$ cat src/rtl/a_axi_ctrl_pkg.sv
// Shared AXI-lite control definitions: response codes and the pairwise merge rule.
package a_axi_ctrl_pkg;

    localparam int RESP_W = 2;

    localparam logic [RESP_W-1:0] RESP_OKAY   = 2'b00;
    localparam logic [RESP_W-1:0] RESP_EXOKAY = 2'b01;
    localparam logic [RESP_W-1:0] RESP_SLVERR = 2'b10;
    localparam logic [RESP_W-1:0] RESP_DECERR = 2'b11;

    // The encodings rise with severity, so the worse response is the numeric max.
    function automatic logic [RESP_W-1:0] resp_merge(input logic [RESP_W-1:0] a,
                                                     input logic [RESP_W-1:0] b);
        return (a > b) ? a : b;
    endfunction

endpackage

$ cat src/rtl/a_axi_resp_fifo.sv
// First-word-fall-through response buffer with a registered full flag.
module a_axi_resp_fifo #(
    parameter int WIDTH      = 2,
    parameter int DEPTH      = 4,
    parameter int ADDR_WIDTH = 2
) (
    input  logic             ap_clk,
    input  logic             ap_rst_n,
    input  logic             push,
    input  logic [WIDTH-1:0] din,
    output logic             full,
    input  logic             pop,
    output logic [WIDTH-1:0] dout,
    output logic             empty
);

    localparam logic [ADDR_WIDTH-1:0] PTR_ONE  = 1;
    localparam logic [ADDR_WIDTH:0]   CNT_ONE  = 1;
    localparam logic [ADDR_WIDTH:0]   CNT_FULL = (ADDR_WIDTH + 1)'(DEPTH);

    logic [WIDTH-1:0]      mem [DEPTH];
    logic [ADDR_WIDTH-1:0] wr_ptr;
    logic [ADDR_WIDTH-1:0] rd_ptr;
    logic [ADDR_WIDTH:0]   count;
    logic [ADDR_WIDTH:0]   count_next;
    logic                  do_push;
    logic                  do_pop;

    assign do_push = push & ~full;
    assign do_pop  = pop & ~empty;
    assign empty   = (count == '0);
    assign dout    = mem[rd_ptr];

    always_comb begin
        count_next = count;
        case ({do_push, do_pop})
            2'b10:   count_next = count + CNT_ONE;
            2'b01:   count_next = count - CNT_ONE;
            default: count_next = count;
        endcase
    end

    // full doubles as "not accepting": it is held high through reset so the
    // upstream ready stays low until the first edge after reset is released.
    always_ff @(posedge ap_clk) begin
        if (!ap_rst_n) begin
            wr_ptr <= '0;
            rd_ptr <= '0;
            count  <= '0;
            full   <= 1'b1;
        end else begin
            if (do_push) wr_ptr <= wr_ptr + PTR_ONE;
            if (do_pop)  rd_ptr <= rd_ptr + PTR_ONE;
            count <= count_next;
            full  <= (count_next == CNT_FULL);
        end
    end

    always_ff @(posedge ap_clk) begin
        if (ap_rst_n && do_push) mem[wr_ptr] <= din;
    end

endmodule

$ cat src/rtl/a_axi_write_response_gatherer_2_to_1.sv
// Pairs the two SLR write-response streams in order and merges each pair into one host B beat.
module a_axi_write_response_gatherer_2_to_1
    import a_axi_ctrl_pkg::*;
#(
    parameter int FIFO_DEPTH      = 4,
    parameter int FIFO_ADDR_WIDTH = 2
) (
    input  logic              ap_clk,
    input  logic              ap_rst_n,
    input  logic              s_axi_control_BVALID_slr_0,
    output logic              s_axi_control_BREADY_slr_0,
    input  logic [RESP_W-1:0] s_axi_control_BRESP_slr_0,
    input  logic              s_axi_control_BVALID_slr_1,
    output logic              s_axi_control_BREADY_slr_1,
    input  logic [RESP_W-1:0] s_axi_control_BRESP_slr_1,
    output logic              s_axi_control_BVALID,
    input  logic              s_axi_control_BREADY,
    output logic [RESP_W-1:0] s_axi_control_BRESP,
    output logic              resp_mismatch
);

    logic              full_0, full_1;
    logic              empty_0, empty_1;
    logic [RESP_W-1:0] head_0, head_1;
    logic              pop;

    a_axi_resp_fifo #(.WIDTH(RESP_W), .DEPTH(FIFO_DEPTH), .ADDR_WIDTH(FIFO_ADDR_WIDTH)) u_fifo_0 (
        .ap_clk   (ap_clk),
        .ap_rst_n (ap_rst_n),
        .push     (s_axi_control_BVALID_slr_0),
        .din      (s_axi_control_BRESP_slr_0),
        .full     (full_0),
        .pop      (pop),
        .dout     (head_0),
        .empty    (empty_0)
    );

    a_axi_resp_fifo #(.WIDTH(RESP_W), .DEPTH(FIFO_DEPTH), .ADDR_WIDTH(FIFO_ADDR_WIDTH)) u_fifo_1 (
        .ap_clk   (ap_clk),
        .ap_rst_n (ap_rst_n),
        .push     (s_axi_control_BVALID_slr_1),
        .din      (s_axi_control_BRESP_slr_1),
        .full     (full_1),
        .pop      (pop),
        .dout     (head_1),
        .empty    (empty_1)
    );

    assign s_axi_control_BREADY_slr_0 = ~full_0;
    assign s_axi_control_BREADY_slr_1 = ~full_1;

    // A pair leaves only when both sides have one and the output slot is free or draining.
    assign pop = ~empty_0 & ~empty_1 & (~s_axi_control_BVALID | s_axi_control_BREADY);

    always_ff @(posedge ap_clk) begin
        if (!ap_rst_n) begin
            s_axi_control_BVALID <= 1'b0;
            s_axi_control_BRESP  <= RESP_OKAY;
            resp_mismatch        <= 1'b0;
        end else if (pop) begin
            s_axi_control_BVALID <= 1'b1;
            s_axi_control_BRESP  <= resp_merge(head_0, head_1);
            if (head_0 != head_1) resp_mismatch <= 1'b1;
        end else if (s_axi_control_BREADY) begin
            s_axi_control_BVALID <= 1'b0;
        end
    end

endmodule

$ cat config.mk
export PLATFORM = sky130hd
export DESIGN_NAME = a_axi_write_response_gatherer_2_to_1
export DESIGN_NICKNAME = d
export VERILOG_FILES = /design/src/rtl/a_axi_ctrl_pkg.sv /design/src/rtl/a_axi_resp_fifo.sv /design/src/rtl/a_axi_write_response_gatherer_2_to_1.sv
export SDC_FILE = /design/constraint.sdc
export NUM_CORES = 1
export LEC_CHECK = 0
export BUFFER_PORTS_ARGS = -buffer_cell sky130_fd_sc_hd__buf_2
export CAP_MARGIN = 40
export CELL_PAD_IN_SITES_DETAIL_PLACEMENT = 0
export CELL_PAD_IN_SITES_GLOBAL_PLACEMENT = 1
export CORE_MARGIN = 3
export CORE_UTILIZATION = 42
export DETAILED_ROUTE_END_ITERATION = 6
export GPL_TIMING_DRIVEN = 0
export PLACE_DENSITY = 0.82
export SYNTH_ARGS = -nofsm -noshare
export SYNTH_HDL_FRONTEND = slang
export SYNTH_SLANG_ARGS = --single-unit
$ cat constraint.sdc
create_clock -name ap_clk -period 2.09 [get_ports ap_clk]
set_clock_uncertainty 0.15 [all_clocks]
set_input_delay 0.418 -clock ap_clk [delete_from_list [all_inputs] [get_ports ap_clk]]
set_output_delay 0.418 -clock ap_clk [all_outputs]
set_load 0.01 [all_outputs]
==> reports/metrics.yaml, run 1 <==
status:
  status: "finished, violations left"
  violations: "negative setup slack"
clock_network:
  cts_tree: "done"
  clk_path_buf_depth: 2
  clk_latency_ps: 280
  htreeDepth: 2
  clockRootBuffer: "clkbuf_8"
  clock-sinks: 40
  holdBufCountCts: 0
  path_clk_slew_ps: 80
  cts_buffers: 5
critical_path:
  reg2reg_setup_slack_ps: -50
  r2r_start: "u_fifo_0.count[2]"
  end_kind: "register"
  crit_fanout: 4
  critical_path.startpoint_type: "register"
  worstPathArrival_ps: 2140
  required_ps: 2100
  r2r-end: "u_fifo_1.full"
  critical_path_class: "register to register"
  reg2regPathDepth: 9
routing:
  dr.pass1.iters: 4
  num_vias: 1132
  ant_nets: 0
  routedWlPerCell_um: 12.3
  vias_per_cell: 4.76
  drc: 0
  drt_iter0_markers: 36
  drt-total-wl_um: 2940
grt:
  grt_use_met2_pct: 24.0
  grt_start_max_net_pins: 14
  grt_pass1_vias: 1199
  grt_util_all_layers_pct: 12.8
  grt_pass1_wl_um: 5090
  grt_use_met3_pct: 2.91
  antenna_found_initial: 0
  overflow: 0
  gr-max-usage-layer: "met2"
  use_met1_pct: 13.7
power:
  comb_power_share_pct: 38.4
  p_int_mw: 2.06
  switching_share_pct: 29.3
  netSwitchingPower_uw: 851
  seq_power_share_pct: 36.5
  p_clk_share_pct: 25.1
  total_power_mw: 2.91
  p_leak_nw: 0.918
  p_per_area_nw_per_um2: 1310
  ir_worst_vdd_uv: 700
die:
  coreArea_um2: 4090
  start_util_pct: 44.7
  pin_count: 15
  row_count: 23
  die-area_um2: 5180
  chipWidth_um: 72.0
  die_h_um: 72.0
cells_and_area:
  finalNetCount: 211
  area_growth_pct: 21.2
  fin_cells: 238
  mostFrequentLayoutCells: "17 x inv_1, 17 x dfxtp_1, 16 x edfxtp_1, 13 x buf_2, 12 x and2_1"
  drive_gt1_share_pct: 28.7
  fillerInstances: 361
  diodes: 0
min_path:
  hp-start: "s_axi_control_BRESP_slr_1[0]"
  min_path_cells: 1
  min_path_type: "primary input to register"
  hold-path-endpoint: "u_fifo_1.mem[0][0]"
sta:
  maxSlewHeadroom_pct: 69.1
  layout_setup_ws_ps: -48.3
  fmax_mhz: 468
  maxSlewViolCount: 0
  setup_viol: 2
  finalHoldViolCount: 0
  post-route-min-period_ps: 2140
  rsz0062_at_grt: "true"
  tns_ps: -65.7
  worst_slew_pin_slew_ps: 463
  fin_crit_sh_pct: 102
synth:
  synth_fp_nets: 182
  ys_warn_count: 0
  synth_edf_count: 16
  yosysUniqueCellTypes: 25
  synth_fa_ha_area_share_pct: 11.1
  synth_cells: 158
  seq_area_frac_synth_pct: 52.6
  synth_area_um2: 1830
  synthXorXnorAreaFrac_pct: 5.75
  synth_top_family_by_area: "simple AND/OR/NAND/NOR gates"
  syn_area_per_cell_um2: 11.6
  post_synth_and_or_nand_nor_area_fraction_pct: 15.1
  synth_seq_cells: 40
  yosys_most_used_dff: "dfxtp_1"
  synth_compound_area_share_pct: 3.84
  synthArstFlopShare_pct: 0
  synth_mux_area_share_pct: 6.03
placed_design:
  place_inst: 221
  place_hpwl_um: 2130
  io_buffer_count: 13
  gp_congestion: 0.757
flow_run:
  drv_cap: 0
-- metrics by stage --
| step | setup slack (ps) | util [%] | hold WS (ps) | area (um2) |
|---|---|---|---|---|
| final | -48.3 | 54.2 | 198 | 2210 |
| after global routing | -136 | 54.2 | 195 | 2210 |
| after CTS | -45.8 | 53.2 | 196 | 2180 |
| after detailed placement | -237 | 48.6 | 341 | 1980 |
| after global placement | -213 | 48.6 | 322 | 1980 |
| after floorplan | -36.5 | - | 367 | 1860 |
-- worst max-delay path: stages, from the launching register on --
cell and delay [ps]:
dfxtp_2 320, or3_4 400, and3_4 190, ha_4 150, inv_2 50, fa_2 430, nand2_1 70, nor2_1 30
a31oi_1 140, o21ai_1 70
-- cells by family (layout without fill, tap and decap cells) --
family	after synthesis	count (layout)
AO/OA/AOI/OAI	13	13
multiplexers	6	6
AND/OR/NAND/NOR	47	47
buffers and inverters	25	55
XOR/XNOR	12	12
adder cells (fa/ha/maj)	15	15
flip-flops	40	40
-- repair_timing --
action / 4_1_cts / 5_1_grt
resized for setup: 6 / 12
setup endpoints to repair: 6 / 6
pin swaps: 10 / 6
buffers inserted: 7 / 3
-- worst max-delay path by stage --
stage	to	from	slack, ps	depth (start not counted)
after global routing	u_fifo_0.full	u_fifo_1.count[0]	-140	9
after detailed placement	u_fifo_1.full	s_axi_control_BVALID_slr_1	-240	11
after global placement	u_fifo_1.full	s_axi_control_BVALID_slr_1	-210	11
final	u_fifo_1.full	u_fifo_0.count[2]	-50	9
after CTS	u_fifo_1.full	u_fifo_1.count[0]	-50	9
after floorplan	u_fifo_0.full	u_fifo_0.count[1]	-40	8
-- state kept, by name (all words and copies together) (netlist names), named ones only --
name / cells
u_fifo_1.wr_ptr: 2
u_fifo_0.count: 3
u_fifo_1.rd_ptr: 2
s_axi_control_BRESP: 2
u_fifo_1.count: 3
u_fifo_1.full: 1
u_fifo_0.rd_ptr: 2
u_fifo_0.wr_ptr: 2
s_axi_control_BVALID: 1
resp_mismatch: 1
u_fifo_0.mem: 8
u_fifo_1.mem: 8
u_fifo_0.full: 1
-- cells in the mapped netlist (2+ instances only) --
cell	instances	area share [%]
ha_1	13	8.9
nand2_1	4	0.82
nor2_1	7	1.4
xnor2_1	8	3.8
o21ai_0	5	1.4
nor2b_1	7	2.4
mux2i_1	2	1.1
edfxtp_1	16	26
fa_1	2	2.2
a21oi_1	5	1.4
dfxtp_1	24	26
clkbuf_1	5	1.0
and2_1	12	4.1
inv_1	19	3.9
mux4_2	4	4.9
nand2b_1	3	1.0
and3_1	9	3.1
a31oi_1	2	0.68
xor2_1	4	1.9
nand4_1	2	0.68
-- routing by layer --
layer	vias up	share of wire [%]
met5	-	0
li1	579	-
met1	538	41
met2	11	55
met3	4	2.5
met4	0	1.4
-- area by class of cell --
| type | instances | area (um2) | area share (%) |
|---|---|---|---|
| Clock buffer | 6 | 72.6 | 3.28 |
| Inverter | 19 | 71.3 | 3.22 |
| Multi-Input combinational cell | 93 | 816 | 36.8 |
| Timing Repair Buffer | 23 | 140 | 6.33 |
| Clock inverter | 2 | 60.1 | 2.71 |
| Sequential cell | 40 | 972 | 43.9 |
| Buffer | 5 | 20.0 | 0.904 |
| Tap cell | 50 | 62.6 | 2.82 |
-- power by group through the flow --
stage	Clock (mW)	Combinational [mW]	Sequential, mW
after detailed placement	0	0.904	1.07
after floorplan	0	0.718	1.06
after global routing	0.777	1.25	1.09
after CTS	0.748	1.05	1.05
final	0.729	1.12	1.06
after global placement	0	0.869	1.06
(Power assumes the default switching activity.)
==> run 2: changes to the inputs <==
Settings changed: CORE_UTILIZATION 42 to 35, PLACE_DENSITY 0.82 to 0.72.
==> run 2 against run 1 <==
The flow still finishes with violations (negative setup slack). Combinational power about the same. Sequential share of layout area fell by 0.063 points. Via count unchanged. Final area down 0.11%. Sequential power is essentially flat. Global-route usage is 1.2 points lower. Utilization decreased by 8.9 points. Fmax barely moved. Register-to-register slack hardly changed. First-iteration DRC count is 92% higher. Wire length rose by 8.0%. Critical path type unchanged. Largest power group unchanged.
==> reports/metrics.yaml, run 2 (synthesized netlist as in run 1, its figures left out) <==
sta:
  layout_setup_ws_ps: -49.4  # was -48.3 ps
  worst_slew_pin_slew_ps: 439  # was 463 ps
  post-route-min-period_ps: 2140  # about the same
  finalHoldViolCount: 0  # unchanged
  maxSlewViolCount: 0  # unchanged
  rsz0062_at_grt: "true"  # unchanged
  maxSlewHeadroom_pct: 70.7  # was 69.1%
  fin_crit_sh_pct: 102  # about the same
  setup_viol: 2  # unchanged
  fmax_mhz: 467  # was 468 MHz
routing:
  routedWlPerCell_um: 12.6  # was 12.3 um
  drt-total-wl_um: 3170  # was 2940 um
  vias_per_cell: 4.49  # was 4.76
  drt_iter0_markers: 69  # was 36
  drc: 0  # unchanged
  dr.pass1.iters: 4  # unchanged
  ant_nets: 0  # unchanged
  num_vias: 1132  # unchanged
grt:
  antenna_found_initial: 0  # unchanged
  grt_start_max_net_pins: 14  # unchanged
  grt_pass1_vias: 1226  # was 1,199
  grt_util_all_layers_pct: 11.5  # was 12.8%
  grt_pass1_wl_um: 5440  # was 5090 um
  overflow: 0  # unchanged
power:
  comb_power_share_pct: 38.1  # was 38.4%
  p_int_mw: 2.04  # was 2.06 mW
  p_clk_share_pct: 25.3  # was 25.1%
  total_power_mw: 2.91  # about the same
  ir_worst_vdd_uv: 470  # was 700 uV
  seq_power_share_pct: 36.6  # was 36.5%
  p_leak_nw: 0.902  # was 0.918 nW
  netSwitchingPower_uw: 870  # was 851 uW
  p_per_area_nw_per_um2: 1310  # about the same
  switching_share_pct: 29.9  # was 29.3%
clock_network:
  clock-sinks: 40  # unchanged
  clk_latency_ps: 290  # was 280 ps
  clk_path_buf_depth: 2  # unchanged
  path_clk_slew_ps: 70  # was 80 ps
  cts_buffers: 5  # unchanged
  clockRootBuffer: "clkbuf_8"  # unchanged
  htreeDepth: 2  # unchanged
  cts_tree: "done"  # unchanged
status:
  violations: "negative setup slack"  # unchanged
  status: "finished, violations left"  # unchanged
die:
  coreArea_um2: 4880  # was 4090 um2
  pin_count: 15  # unchanged
  start_util_pct: 37.4  # was 44.7%
  die_h_um: 78.2  # was 72.0 um
  chipWidth_um: 78.2  # was 72.0 um
  row_count: 25  # was 23
  die-area_um2: 6120  # was 5180 um2
critical_path:
  end_kind: "register"  # unchanged
  crit_family: "adder cells"  # was simple AND/OR/NAND/NOR gates
  critical_path.startpoint_type: "register"  # unchanged
  slowest_stage: "fa_2"  # unchanged
  path_buf_inv: 1  # unchanged
  cp_slowest_stage_delay_ps: 450  # was 430 ps
  critical_path_class: "register to register"  # unchanged
  worstPathArrival_ps: 2150  # was 2140 ps
  required_ps: 2100  # about the same
  crit_fanout: 3  # was 4
  path_cells: "or3_4, and3_4, ha_4, inv_2, fa_2, a31oi_1, o21ai_1"  # was or3_4, and3_4, ha_4, inv_2, fa_2, nand2_1, nor2_1, a31oi_1, o21ai_1
placed_design:
  place_ws_ps: -255  # was -237 ps
  io_buffer_count: 13  # unchanged
  place_hpwl_um: 2340  # was 2130 um
  gp_congestion: 0.739  # was 0.757
cells_and_area:
  top_regs: "u_fifo_0.mem x8, u_fifo_1.mem x8"  # unchanged
  final_core_util_pct: 45.3  # was 54.2%
  mostFrequentLayoutCells: "17 x inv_1, 17 x dfxtp_1, 16 x edfxtp_1, 13 x buf_2, 12 x and2_1"  # unchanged
  drive_gt1_share_pct: 27.0  # was 28.7%
  diodes: 0  # unchanged
  fillerInstances: 460  # was 361
  multi_input_area_um2: 813  # was 816 um2
  finalNetCount: 208  # was 211
  area_growth_pct: 21.1  # was 21.2%
  register_area_um2: 970  # was 972 um2
flow_run:
  drv_cap: 0  # unchanged
min_path:
  min_path_type: "primary input to register"  # unchanged
run 2: cell types whose count changed in the layout (fill, tap and decap cells not counted):
cell	delta
buf_6	+1
o21ai_0	+1
dfxtp_4	-1
buf_4	-4
dfxtp_2	+1
a21oi_2	+1
fa_2	-1
a21oi_1	-1
o21ai_2	-1
fa_1	+1
run 2: layout make-up:
type	instances	share of cell area, %
Inverter	19	3.22
Clock inverter	2	2.71
Tap cell	67	3.79
Timing Repair Buffer	20	5.49
Multi-Input combinational cell	93	36.8
Sequential cell	40	43.8
Clock buffer	6	3.28
Buffer	5	0.905
run 2: power groups by stage:
stage	Clock (mW)	Sequential [mW]	Combinational [mW]
after floorplan	0	1.06	0.718
after global placement	0	1.06	0.873
after detailed placement	0	1.07	0.913
after CTS	0.749	1.06	1.04
after global routing	0.786	1.09	1.23
final	0.734	1.06	1.11
run 2: repair_timing:
| item | 4_1_cts | 5_1_grt |
|---|---|---|
| gates resized for setup | 7 | 9 |
| setup endpoints to repair | 6 | 7 |
| hold buffers | 0 | 0 |
| setup buffers | 5 | 2 |
| pin swaps | 8 | 6 |
run 2: final timing paths:
kind                                startpoint                 end  slack (ps)  cells after the start
setup / recovery             u_fifo_0.count[2]       u_fifo_0.full         -50                      7
hold / removal    s_axi_control_BRESP_slr_1[0]  u_fifo_1.mem[2][0]         200                      1
hold reg to reg                  resp_mismatch       resp_mismatch         350                      2
setup reg to reg             u_fifo_0.count[2]       u_fifo_0.full         -50                      7
run 2: stage by stage:
| step | instance area (um2) | setup TNS (ps) | hold WS, ps | cells |
|---|---|---|---|---|
| 2_1_floorplan | 1860 | -36.5 | 367 | 158 |
| 3_3_place_gp | 2010 | -705 | 320 | 238 |
| 3_5_place_dp | 2010 | -878 | 336 | 238 |
| 4_1_cts | 2180 | -90.7 | 195 | 250 |
| 5_1_grt | 2210 | -328 | 191 | 252 |
| 6_report | 2210 | -86.9 | 201 | 252 |
run 2: layer usage:
layer  vias to the layer above  GRT usage (%)  share of wire (%)
li1                        573              -                  -
met1                       538           12.3                 43
met2                        15           20.5                 51
met3                         6           4.01                4.4
met4                         0           4.72                1.6
met5                         -              0                  0
